### src/rtl/if_fetch_stage_if.sv
// Instruction-memory fetch handshake: one outstanding request, data returned
// in the cycle IMem_Ready is high.
interface if_fetch_stage_if;
  logic        IMem_Req;
  logic [31:0] IMem_Addr;
  logic        IMem_Ready;
  logic [31:0] IMem_Data;

  modport master (
    output IMem_Req,
    output IMem_Addr,
    input  IMem_Ready,
    input  IMem_Data
  );

  modport slave (
    input  IMem_Req,
    input  IMem_Addr,
    output IMem_Ready,
    output IMem_Data
  );
endinterface

### src/rtl/if_fetch_stage.sv
// Instruction-fetch stage: owns the PC, runs a one-outstanding fetch to
// instruction memory and presents registered PC/PC+4/instruction to IF/ID.
module if_fetch_stage #(
  parameter logic [31:0] RESET_PC = 32'h0000_0000,
  parameter logic [31:0] NOP_INST = 32'h0000_0000
) (
  input  logic              Clk,
  input  logic              Reset,
  input  logic              Stall,
  input  logic              Branch_Taken,
  input  logic [31:0]       Branch_Target,
  input  logic              Jump,
  input  logic [31:0]       Jump_Target,
  if_fetch_stage_if.master  imem,
  output logic [31:0]       O_PC,
  output logic [31:0]       O_PC4,
  output logic [31:0]       O_Inst,
  output logic              O_Valid
);

  typedef enum logic [1:0] {
    S_REQ     = 2'd0,
    S_HOLD    = 2'd1,
    S_DISCARD = 2'd2
  } state_t;

  state_t      state_reg, state_next;
  logic [31:0] pc_reg, pc_next;
  logic [31:0] req_addr_reg, req_addr_next;
  logic [31:0] buf_inst_reg, buf_inst_next;
  logic [31:0] buf_pc_reg, buf_pc_next;
  logic [31:0] o_pc_reg, o_pc_next;
  logic [31:0] o_pc4_reg, o_pc4_next;
  logic [31:0] o_inst_reg, o_inst_next;
  logic        o_valid_reg, o_valid_next;

  logic        redirect;
  logic [31:0] target;
  logic [31:0] pc_plus4;

  // Branch wins over jump; targets are always word aligned.
  assign redirect = Branch_Taken | Jump;
  assign target   = (Branch_Taken ? Branch_Target : Jump_Target) & 32'hFFFF_FFFC;
  assign pc_plus4 = pc_reg + 32'd4;

  // State register
  always_ff @(posedge Clk) begin
    if (Reset) begin
      state_reg    <= S_REQ;
      pc_reg       <= RESET_PC;
      req_addr_reg <= RESET_PC;
      buf_inst_reg <= NOP_INST;
      buf_pc_reg   <= 32'd0;
      o_pc_reg     <= 32'd0;
      o_pc4_reg    <= 32'd0;
      o_inst_reg   <= NOP_INST;
      o_valid_reg  <= 1'b0;
    end else begin
      state_reg    <= state_next;
      pc_reg       <= pc_next;
      req_addr_reg <= req_addr_next;
      buf_inst_reg <= buf_inst_next;
      buf_pc_reg   <= buf_pc_next;
      o_pc_reg     <= o_pc_next;
      o_pc4_reg    <= o_pc4_next;
      o_inst_reg   <= o_inst_next;
      o_valid_reg  <= o_valid_next;
    end
  end

  // Next-state and datapath
  always_comb begin
    state_next    = state_reg;
    pc_next       = pc_reg;
    req_addr_next = req_addr_reg;
    buf_inst_next = buf_inst_reg;
    buf_pc_next   = buf_pc_reg;
    o_pc_next     = o_pc_reg;
    o_pc4_next    = o_pc4_reg;
    o_inst_next   = o_inst_reg;
    o_valid_next  = o_valid_reg;

    case (state_reg)
      S_REQ: begin
        if (redirect) begin
          pc_next       = target;
          o_inst_next   = NOP_INST;
          o_valid_next  = 1'b0;
          buf_inst_next = NOP_INST;
          if (imem.IMem_Ready) begin
            req_addr_next = target;
            state_next    = S_REQ;
          end else begin
            // The old request is still in flight; its response must be eaten.
            state_next = S_DISCARD;
          end
        end else if (imem.IMem_Ready) begin
          if (!Stall) begin
            o_pc_next     = pc_reg;
            o_pc4_next    = pc_plus4;
            o_inst_next   = imem.IMem_Data;
            o_valid_next  = 1'b1;
            pc_next       = pc_plus4;
            req_addr_next = pc_plus4;
          end else begin
            buf_inst_next = imem.IMem_Data;
            buf_pc_next   = pc_reg;
            state_next    = S_HOLD;
          end
        end else if (!Stall) begin
          o_inst_next  = NOP_INST;
          o_valid_next = 1'b0;
        end
      end

      S_HOLD: begin
        if (redirect) begin
          pc_next       = target;
          req_addr_next = target;
          o_inst_next   = NOP_INST;
          o_valid_next  = 1'b0;
          buf_inst_next = NOP_INST;
          state_next    = S_REQ;
        end else if (!Stall) begin
          o_pc_next     = buf_pc_reg;
          o_pc4_next    = buf_pc_reg + 32'd4;
          o_inst_next   = buf_inst_reg;
          o_valid_next  = 1'b1;
          pc_next       = pc_plus4;
          req_addr_next = pc_plus4;
          state_next    = S_REQ;
        end
      end

      S_DISCARD: begin
        if (redirect) begin
          pc_next = target;
        end
        if (imem.IMem_Ready) begin
          req_addr_next = pc_next;
          state_next    = S_REQ;
        end
      end

      default: begin
        state_next = S_REQ;
      end
    endcase
  end

  // Outputs
  always_comb begin
    imem.IMem_Req  = 1'b0;
    imem.IMem_Addr = req_addr_reg;
    if (!Reset && (state_reg != S_HOLD)) begin
      imem.IMem_Req = 1'b1;
    end
  end

  assign O_PC    = o_pc_reg;
  assign O_PC4   = o_pc4_reg;
  assign O_Inst  = o_inst_reg;
  assign O_Valid = o_valid_reg;

endmodule

### src/flat_wrapper.sv
// flat-port wrapper written by rule: the top's interface ports become plain ports
module if_fetch_stage_flat 
#(
  parameter logic [31:0] RESET_PC = 32'h0000_0000,
  parameter logic [31:0] NOP_INST = 32'h0000_0000
)
  (Clk, Reset, Stall, Branch_Taken, Branch_Target, Jump, Jump_Target, O_PC, O_PC4, O_Inst, O_Valid, imem_IMem_Req, imem_IMem_Addr, imem_IMem_Ready, imem_IMem_Data);
  if_fetch_stage_if imem_i ();
  input  logic Clk;
  input  logic Reset;
  input  logic Stall;
  input  logic Branch_Taken;
  input  logic [31:0] Branch_Target;
  input  logic Jump;
  input  logic [31:0] Jump_Target;
  output logic [31:0] O_PC;
  output logic [31:0] O_PC4;
  output logic [31:0] O_Inst;
  output logic O_Valid;
  output wire logic [$bits(imem_i.IMem_Req)-1:0] imem_IMem_Req;
  output wire logic [$bits(imem_i.IMem_Addr)-1:0] imem_IMem_Addr;
  input wire logic [$bits(imem_i.IMem_Ready)-1:0] imem_IMem_Ready;
  input wire logic [$bits(imem_i.IMem_Data)-1:0] imem_IMem_Data;
  assign imem_IMem_Req = imem_i.IMem_Req;
  assign imem_IMem_Addr = imem_i.IMem_Addr;
  assign imem_i.IMem_Ready = imem_IMem_Ready;
  assign imem_i.IMem_Data = imem_IMem_Data;
  if_fetch_stage #(.RESET_PC(RESET_PC), .NOP_INST(NOP_INST)) u_core (.Clk(Clk), .Reset(Reset), .Stall(Stall), .Branch_Taken(Branch_Taken), .Branch_Target(Branch_Target), .Jump(Jump), .Jump_Target(Jump_Target), .imem(imem_i), .O_PC(O_PC), .O_PC4(O_PC4), .O_Inst(O_Inst), .O_Valid(O_Valid));
endmodule
### config.mk
export PLATFORM = sky130hd
export DESIGN_NAME = if_fetch_stage_flat
export DESIGN_NICKNAME = d
export VERILOG_FILES = /design/src/rtl/if_fetch_stage_if.sv /design/src/rtl/if_fetch_stage.sv /design/src/flat_wrapper.sv
export SDC_FILE = /design/constraint.sdc
export NUM_CORES = 1
export LEC_CHECK = 0
export ABC_AREA = 1
export CAP_MARGIN = 20
export CORE_MARGIN = 1
export CORE_UTILIZATION = 31
export DETAILED_ROUTE_END_ITERATION = 6
export GPL_TIMING_DRIVEN = 0
export PLACE_DENSITY_LB_ADDON = 0.05
export SYNTH_ARGS = -nofsm -noshare
export SYNTH_HDL_FRONTEND = slang
export SYNTH_SLANG_ARGS = --single-unit
### constraint.sdc
create_clock -name Clk -period 4.15 [get_ports Clk]
set_clock_uncertainty 0.1 [all_clocks]
set_input_delay 0.6225 -clock Clk [delete_from_list [all_inputs] [get_ports Clk]]
set_output_delay 0.6225 -clock Clk [all_outputs]
set_load 0.005 [all_outputs]
Word level (Yosys, flattened, before mapping)
Index checks and enable logic that the tools add are counted.
- memories: 0
- bits in read-only memories: 0
- register bits after elaboration: 227
- memory bits (writable): 0
- latch bits: 0
- output and inout bits: 130
- input bits: 102
- multiply operators: 0
- divide/modulo/power cells: 0
- equality and inequality tests: 15
- shift operators: 0
- $lt $le $gt $ge: 0
- muxes and demuxes: 53
- add/subtract/negate cells: 2
- reductions and logical operators: 13
- bitwise operators: 2
- operator list (kind ; number):
    $mux W32 ; 32
    $pmux W32 S2 ; 4
    $pmux W32 S3 ; 2
    $add A32 B3 Y32 const B ; 2
    $mux W2 ; 7
    $ne A2 B2 Y1 const B ; 6
    $ne A3 B2 Y1 const B ; 4
    $reduce_and A4 Y1 ; 3
    $mux W1 ; 6
    $pmux W2 S3 ; 1
    $reduce_and A3 Y1 ; 2
    $reduce_and A6 Y1 ; 1
    $ne A2 B1 Y1 const B ; 2
    $ne A4 B3 Y1 const B ; 1
    $reduce_and A2 Y1 ; 2
    $reduce_bool A3 Y1 ; 1
    $eq A2 B1 Y1 const B ; 1
    $eq A2 B2 Y1 const B ; 1
    $logic_not A2 Y1 ; 1
    $pmux W1 S2 ; 1
    $reduce_bool A2 Y1 ; 1
    $logic_and A1 B1 Y1 ; 1
    $logic_not A1 Y1 ; 1
    $not A1 Y1 ; 1
    $or A1 B1 Y1 ; 1

Depth between registers and ports, before layout
- word-level depth: 5
- depth in mapped cells: 12
- gate-level depth less buffers: 12

Worst setup path after synthesis
Ideal clock, no wire load.
- path type: register to output
- start: register u_core.state_reg[1]
- end: output port imem_IMem_Req
- data arrival time: 1220 ps
- setup slack: 2207 ps
- path buffers: 3
- data required time: 3428 ps
- stages on the path, launching flop included: 8
- cell sequence: dfxtp_1 > buf_4 > inv_2 > nand2_1 > buf_2 > clkinv_1 > clkbuf_1 > nor2_1
- longest elaborated chain between the ends: 3
- RTL lines (what ; RTL line ; source):
    start, declared ; if_fetch_stage.sv:27 ; state_t state_reg, state_next;
    start signal, assigned ; if_fetch_stage.sv:59 ; state_reg <= state_next;
    $ne A2 B1 Y1 ; if_fetch_stage.sv:155 ; if (!Reset && (state_reg != S_HOLD)) begin
    $logic_and A1 B1 Y1 ; if_fetch_stage.sv:155 ;
    $mux W1 ; if_fetch_stage.sv:155 ;
    end, declared ; flat_wrapper.sv:20 ; output wire logic [$bits(imem_i.IMem_Req)-1:0] imem_IMem_Req;
Every way passes these cells.

Final worst setup path
Ends and elaborated chain as after synthesis.

==> flow_summary.toml <==
[outcome]
status = "finished clean"

[final_layout]
syn_to_final_growth_pct = 33.4
final_area_um2 = 14900
antenna_cells = 0
fin_util_pct = 41.9
fin_nets = 2032
drive_gt1_share_pct = 4.73

[yosys]
synth-main-ff-cell = "dfxtp_1"
ys_warn_count = 0
syn_area_per_cell_um2 = 6.66
yosys_register_bits = 225
postSynth.asyncResetShare_pct = 0
ys_seq_area_share_pct = 40.4
netlist_area_um2 = 11100
synth-edff-count = 0
synthCells = 1674
ys_types = 36
synthesis.nets = 1778

[worst_setup_path]
crit_path_end_kind = "output pin"
crit_arrival_ps = 2760
critPathLaunchType = "register"
cp_slowest_stage_delay_ps = 530
crit_fanout = 10
worst_ep_required_time_ps = 3430
critPathKind = "reg -> out"
crit_chain = "buf_4, inv_2, nand2_1, buf_2, clkinv_1, clkbuf_1, nor2_1, clkdlybuf4s50_1"
slowest_stage = "clkdlybuf4s50_1"

[global_route]
grt_pass1_vias = 11900
grt_pass1_wl_mm = 72.3
grt_max_degree = 13
grt-ovfl-total = 0
grtUsageMet1_pct = 37.9
top_usage_layer = "met2"
track_usage_pct = 26.0
antenna_found_initial = 0
grtUsageMet2_pct = 40.7
globalRouteMet3Util_pct = 2.70

[clock_network]
cts_resized = 0
clock-sinks = 225
clockBufferDepth = 3
cts_buffers = 27
ctsHoldBuffers = 0
postCtsSetupRepairBufs = 0
clk_root_buffer_cell = "clkbuf_16"
clk_pin_slew_ps = 60
clock_latency_ps = 540
cts_tree = "built"
htree_num_levels = 1

[timing]
worstMarginPinSlew_ps = 780
tns_ps = 0
finalMaxSlewViolations = 0
hold_viol = 0
maxSlewHeadroom_pct = 48.0
rsz0062_at_grt = "false"
fin_crit_ps = 3490
fmax_mhz = 287
setup_violations = 0
finalCritPeriodShare_pct = 84.0

[power_and_ir_drop]
power_uw = 5700
ir_drop_v = 0.000285
pwr-share-clk_pct = 42.2
powerDensity_nw_per_um2 = 384
comb_power_share_pct = 14.8
power.share.switching_pct = 27.8
seq_power_share_pct = 43.0
power_leakage_uw = 0.00549
cellInternalPower_uw = 4120
power.switching_uw = 1580

[routing]
drc = 0
detail-route-antenna-nets = 0
drt_pass1_iterations = 5
num_vias = 12500
vias_per_cell = 5.21
wirelength_mm = 48.1
drt_iter0_markers = 1017
wire_per_inst_um = 20.0

[floorplanning]
core_area_um2 = 35500
dieArea_um2 = 36700
io_pins = 232
die_height_um = 192
num_rows = 69
initial_core_util_pct = 31.4
dieWidth_um = 192

[worst_hold_path]
worstHoldPathType = "reg -> reg"

[placement]
portBuffers = 225
dp_hpwl_mm = 37.3
gp_congestion = 0.968
placedInstanceArea_um2 = 14000

[job]
cap_violations = 0
## Yosys cell counts, types with 5 or more instances
library cell,count,area (um2)
xor2_1,21,184
nand3_1,103,515
o21ai_1,30,150
dfxtp_1,225,4500
o21bai_1,7,52.6
buf_1,5,18.8
a21oi_1,137,686
o22ai_1,7,43.8
clkbuf_1,73,274
nor2_1,147,552
nand2_1,438,1640
inv_2,5,18.8
nor2_2,5,31.3
inv_1,104,390
o21ai_0,192,961
buf_4,6,45.0
buf_2,32,160
nand4_1,37,231
o211ai_1,9,67.6
a31oi_1,64,400
## power by group through the flow
stage / Sequential (uW) / Clock (uW) / Combinational (uW)
finish: 2450 / 2410 / 841
global route: 2470 / 2530 / 925
CTS: 2450 / 2460 / 838
detailed placement: 2490 / 0 / 833
global placement: 2490 / 0 / 827
floorplan: 2430 / 0 / 406
## layer usage
layer	vias up	part of all wire (%)
met5	-	0
met4	0	2.4
met3	63	5.7
met2	465	43
met1	5881	48
li1	6127	-
## layout by cell type (no fill, tap or decap), types with 2 or more instances in the layout
cell type and count:
o21bai_1 7, inv_1 104, clkbuf_16 27, clkbuf_8 8, dfxtp_1 225, nor2_2 5, ha_1 2, buf_1 5
nand2_1 438, nand3b_1 3, a21o_1 2, clkinv_2 2, clkdlybuf4s50_1 225, bufinv_16 2, clkinv_1 4, inv_2 5
nand4_1 37, and2_1 2, nor2_1 147, buf_2 32, o221ai_1 3, nand3_1 103, a31oi_1 64, o21ai_1 30
a211oi_1 2, buf_4 6, o22ai_1 7, xor2_1 21, clkbuf_1 82, o21ai_0 192, a21oi_1 137, o211ai_1 9
## per-stage QoR
step / hold slack (ps) / std cells / setup WS, ps
2_1_floorplan: 324 / 1674 / 2210
3_3_place_gp: 338 / 2360 / 1040
3_5_place_dp: 340 / 2360 / 1030
4_1_cts: 349 / 2408 / 666
5_1_grt: 371 / 2408 / 522
6_report: 350 / 2408 / 664
## final cells by class
type | count | area (um2)
Buffer | 117 | 503
Clock buffer | 44 | 820
Clock inverter | 4 | 70.1
Fill cell | 3858 | 20600
Inverter | 113 | 424
Multi-Input combinational cell | 1219 | 5710
Sequential cell | 225 | 4500
Tap cell | 461 | 577
Timing Repair Buffer | 225 | 2250
## worst paths after layout
kind | start | end | slack [ps] | cells past startpoint
worst min register to register | u_core.buf_pc_reg[1] | u_core.buf_pc_reg[1] | 350 | 2
worst max-delay path | u_core.state_reg[1] | imem_IMem_Req | 660 | 8
worst min-delay path | u_core.buf_pc_reg[1] | u_core.buf_pc_reg[1] | 350 | 2
worst max register to register | u_core.pc_reg[3] | u_core.O_PC4[22] | 1740 | 10
## worst max-delay path: cells and delay by family, from the launching register on
family                 cells  cell delay [ps]
AND/OR/NAND/NOR            2              260
flip-flops                 1              300
buffers and inverters      6             1680
## kinds of logic (layout without fill, tap and decap cells)
family / after synthesis / after routing / synth area share (%)
adder cells (fa/ha/maj): 2 / 2 / 0.225
AND/OR/NAND/NOR: 738 / 738 / 27.3
flip-flops: 225 / 225 / 40.4
XOR/XNOR: 21 / 21 / 1.65
buffers and inverters: 230 / 503 / 8.32
AO/OA/AOI/OAI: 458 / 458 / 22.1
Power figures use the tool's default switching activity.
==> RTL change 1: new RTL, same flow settings <==
`buf_pc_reg` no longer has a reset.
--- a/src/rtl/if_fetch_stage.sv
+++ b/src/rtl/if_fetch_stage.sv
@@ -52,3 +52,2 @@
       buf_inst_reg <= NOP_INST;
-      buf_pc_reg   <= 32'd0;
       o_pc_reg     <= 32'd0;
@@ -62,3 +61,2 @@
       buf_inst_reg <= buf_inst_next;
-      buf_pc_reg   <= buf_pc_next;
       o_pc_reg     <= o_pc_next;
@@ -68,2 +66,6 @@
     end
+  end
+
+  always_ff @(posedge Clk) begin
+    buf_pc_reg <= buf_pc_next;
   end
Function: not settled (the Yosys comparison gave no result); the edit may change what the design does.
==> RTL change 1 against the unedited design <==
Setup slack lost 0.18 ns. Power up 0.30%. Clock power decreased by 2%. Core utilization increased by 0.53 points. Design area is 1.4% lower. Synthesized area decreased by 2.2%. Sequential cell count unchanged. Wire length decreased by 5.7%. Highest routed layer unchanged.
==> RTL change 1: results (changes against the unedited design) <==
OUTCOME
----------------------------------------------------------------------
Run status ..............................................    completed

LOGIC SYNTHESIS
----------------------------------------------------------------------
Post-synthesis sequential area ratio ....................       44.26%   +3.8 points
Post-synth top cells .................................... nand2_1 (414), nor2_1 (208), dfxtp_1 (193)
Number of enable flip-flop cells after synthesis ........           32   +32
Synthesized instance count ..............................         1567   -6.4%

MIN PATH
----------------------------------------------------------------------
Critical hold path startpoint ........................... u_core.pc_reg[4]$_SDFFE_PP0P_
Hold path depth .........................................            0   -2

DETAILED ROUTING
----------------------------------------------------------------------
Length of routed wiring on met1 .........................     21840 um   -6.3%
Sum of met2 wire segment lengths after detailed routing .     19470 um   -7.0%
Drt pass-1 iters ........................................            6   +1
Average routed wire per standard cell ...................     19.75 um   -1.2%

POWER AND IR DROP
----------------------------------------------------------------------
Part of the total power dissipated in the clock network .        41.4%   -0.8 points
Power Clock .............................................      2.37 mW   -2%
Combinational group power ...............................       847 uW   +0.7%
Maximum vdd ir drop .....................................    0.2448 mV   -14%
Switching component of the power ........................     1.620 mW   +2.3%

STA
----------------------------------------------------------------------
Slew at the pin with the worst max-slew slack ...........    0.9074 ns   +0.1276 ns
Min Hold Slack ..........................................    0.3431 ns   -0.007208 ns

GRT
----------------------------------------------------------------------
Wire length of the first global-routing pass ............     68590 um   -5.1%
GR Util met3 ............................................       4.597%   +1.9 points
Vias in the first global route ..........................        11280   -4.9%
Overall routing resource usage ..........................       25.20%   -0.84 points
Routing usage on met1 ...................................       36.16%   -1.8 points

PLACED DESIGN
----------------------------------------------------------------------
DP Area .................................................   13770 um^2   -1.5%
DP HPWL .................................................     34900 um   -6.5%
Instance count after placement with tap cells included ..         2250   -4.7%
RePlAce Congestion ......................................       0.9230   -4.6%

FINISH
----------------------------------------------------------------------
Final non-filler cell total .............................         2299   -4.5%
Utilization of the core after routing ...................       42.41%   +0.53 points

SETUP PATH
----------------------------------------------------------------------
Register-to-Register Setup Slack ........................      1.50 ns   -0.24 ns
Data arrival time at the worst-slack endpoint ...........      2.95 ns   +0.19 ns

## RTL change 1: changes by cell type in the layout (fill, tap and decap cells not counted), moves of 22 or more
cell	before	now
edfxtp_1	0	32
nand2_1	438	414
clkbuf_1	82	60
o21ai_0	192	162
nand4_1	37	1
nor2_1	147	207
inv_1	104	77
a31oi_1	64	32
dfxtp_1	225	193
## RTL change 1: area by class of cell
cell class | instances | share of cell area, %
Timing Repair Buffer | 228 | 15.65
Tap cell | 455 | 3.886
Buffer | 95 | 2.767
Multi-Input combinational cell | 1164 | 36.63
Clock inverter | 12 | 0.6491
Clock buffer | 37 | 5.363
Inverter | 83 | 2.127
Sequential cell | 225 | 32.93
## RTL change 1: logic make-up after synthesis
logic type	synth area share, %
flip-flops	44.26
AO/OA/AOI/OAI	19.59
XOR/XNOR	1.687
AND/OR/NAND/NOR	27.65
adder cells (fa/ha/maj)	0.2295
buffers and inverters	6.577
==> RTL change 2: new RTL, same settings <==
Made on the original files. Reset style: asynchronous (`Reset`), changed in one clocked block.
--- a/src/rtl/if_fetch_stage.sv
+++ b/src/rtl/if_fetch_stage.sv
@@ -46,3 +46,3 @@
   // State register
-  always_ff @(posedge Clk) begin
+  always_ff @(posedge Clk or posedge Reset) begin
     if (Reset) begin
Check against the original RTL: not settled (the Yosys comparison gave no result); the edit may change what the design does.
==> RTL change 2 against the unedited design <==
Setup slack got worse by 0.29 ns. Wire length down 1.9%. Sequential cell count stayed put. Cell count is 2.5% higher. Design area increased by 7.1%. Synthesized area rose by 7.3%. Die area rose by 7.2%. Global-route usage is 1.9 points lower. Fmax decreased by 7.6%. Non-clock buffer count shrank 13. Critical path type unchanged.
Power is not compared: it rests on default switching activity, and its combinational part moved more than twofold at a synthesized area within 25%.
==> RTL change 2: results (changes against the unedited design) <==
OUTCOME
------------------------------------------------------------------------
Run status ................................................    completed

SETUP PATH
------------------------------------------------------------------------
Data arrival time at the worst-slack endpoint .............      3.05 ns   +0.29 ns
CP peak stage delay .......................................      0.64 ns   +0.11 ns
Register-to-Register Path Depth ...........................            8   -2
Capture point of the worst reg-to-reg path ................ u_core.O_PC4[30]$_DFFE_PP0P_
Critical Path Slowest Stage Cell ..........................        buf_1
Critical R2R Launch ....................................... u_core.state_reg[1]$_DFFE_PP0P_

PLACED DESIGN
------------------------------------------------------------------------
Worst setup slack after placement .........................    0.5018 ns   -0.5297 ns
DP HPWL ...................................................     37140 um   -0.47%
RePlAce Congestion ........................................       0.9413   -2.8%
Instance count after placement with tap cells included ....         2418   +2.5%
Number of buffers inserted by port buffering ..............          226   +0.44%

FINISH
------------------------------------------------------------------------
Clock buf/inv share .......................................       5.722%   -0.26 points
Count of multi-input combinational gates ..................         1240   +1.7%
Layout non-clock buf frac .................................       17.66%   -0.88 points
Share of the final layout cell area in multi-input gates ..       34.54%   -3.9 points
Bufs w/o clock ............................................          329   -3.8%
Seq/total area ............................................       35.37%   +5.1 points
Fillers ...................................................         4073   +5.6%
Synthesis-to-layout area growth ...........................       33.16%
Fraction of layout cells with a size suffix above 1 .......       4.701%   -0.024 points

GRT
------------------------------------------------------------------------
Pin count of the biggest net entering global routing ......           39   +26
Wire length of the first global-routing pass ..............     71390 um   -1.3%
Routing usage on met1 .....................................       37.99%   +0.048 points
Overall routing resource usage ............................       24.12%   -1.9 points
Vias in the first global route ............................        11470   -3.2%

LOGIC SYNTHESIS
------------------------------------------------------------------------
Xor and xnor area share after synthesis ...................       1.392%   -0.26 points
Complex-gate fraction of the synthesized area .............       11.48%   -11 points
Post-synthesis sequential area ratio ......................       47.10%   +6.7 points
Post-synth top cells ...................................... nand2_1 (596), dfrtp_1 (225), nor2_1 (181)
Library cell with the largest summed area after synthesis .      dfrtp_1
Count of distinct cell types in the synthesized netlist ...           30   -17%
Top area cells in the synthesized netlist ................. dfrtp_1 (47%), nand2_1 (19%), nand3_1 (6.1%), nor2_1 (5.7%), o21ai_0 (5.0%)

CLOCKING
------------------------------------------------------------------------
Inserted Clock Buffers ....................................           28   +3.7%

MIN PATH
------------------------------------------------------------------------
Kind of path behind the tightest hold check ............... input port to async pin

STA
------------------------------------------------------------------------
Min Hold Slack ............................................    0.3321 ns   -0.01817 ns
Relative slew slack .......................................       47.58%   -0.43 points
Final worst-path setup slack ..............................    0.3761 ns   -0.2875 ns

DETAILED ROUTING
------------------------------------------------------------------------
Drt pass-1 iters ..........................................            7   +2
Violation count after the first detailed-route iteration ..          759   -25%

DIE
------------------------------------------------------------------------
Area of the core region ...................................   37840 um^2   +6.7%

[RTL change 2: how the worst max path moves through the flow]
stage / endpoint / start
floorplan: u_core.O_Inst[0]$_DFFE_PP0P_ / Reset
global placement: u_core.imem.IMem_Addr[23]$_DFFE_PP0P_ / Reset
detailed placement: u_core.O_PC[7]$_DFFE_PP0P_ / Branch_Taken
CTS: imem_IMem_Req / u_core.state_reg[1]$_DFFE_PP0P_
global route: imem_IMem_Req / u_core.state_reg[1]$_DFFE_PP0P_
finish: imem_IMem_Req / u_core.state_reg[1]$_DFFE_PP0P_
[RTL change 2: layer usage]
| metal | vias up | share of wire, % |
|---|---|---|
| li1 | 5969 | - |
| met1 | 5739 | 52 |
| met2 | 390 | 41 |
| met3 | 56 | 5.7 |
| met4 | 0 | 2.3 |
| met5 | - | 0 |
[RTL change 2: power by group]
part	internal, mW	switching, mW
logic	0.947	1.03
clock network	1.44	1.01
registers	2.66	0.459
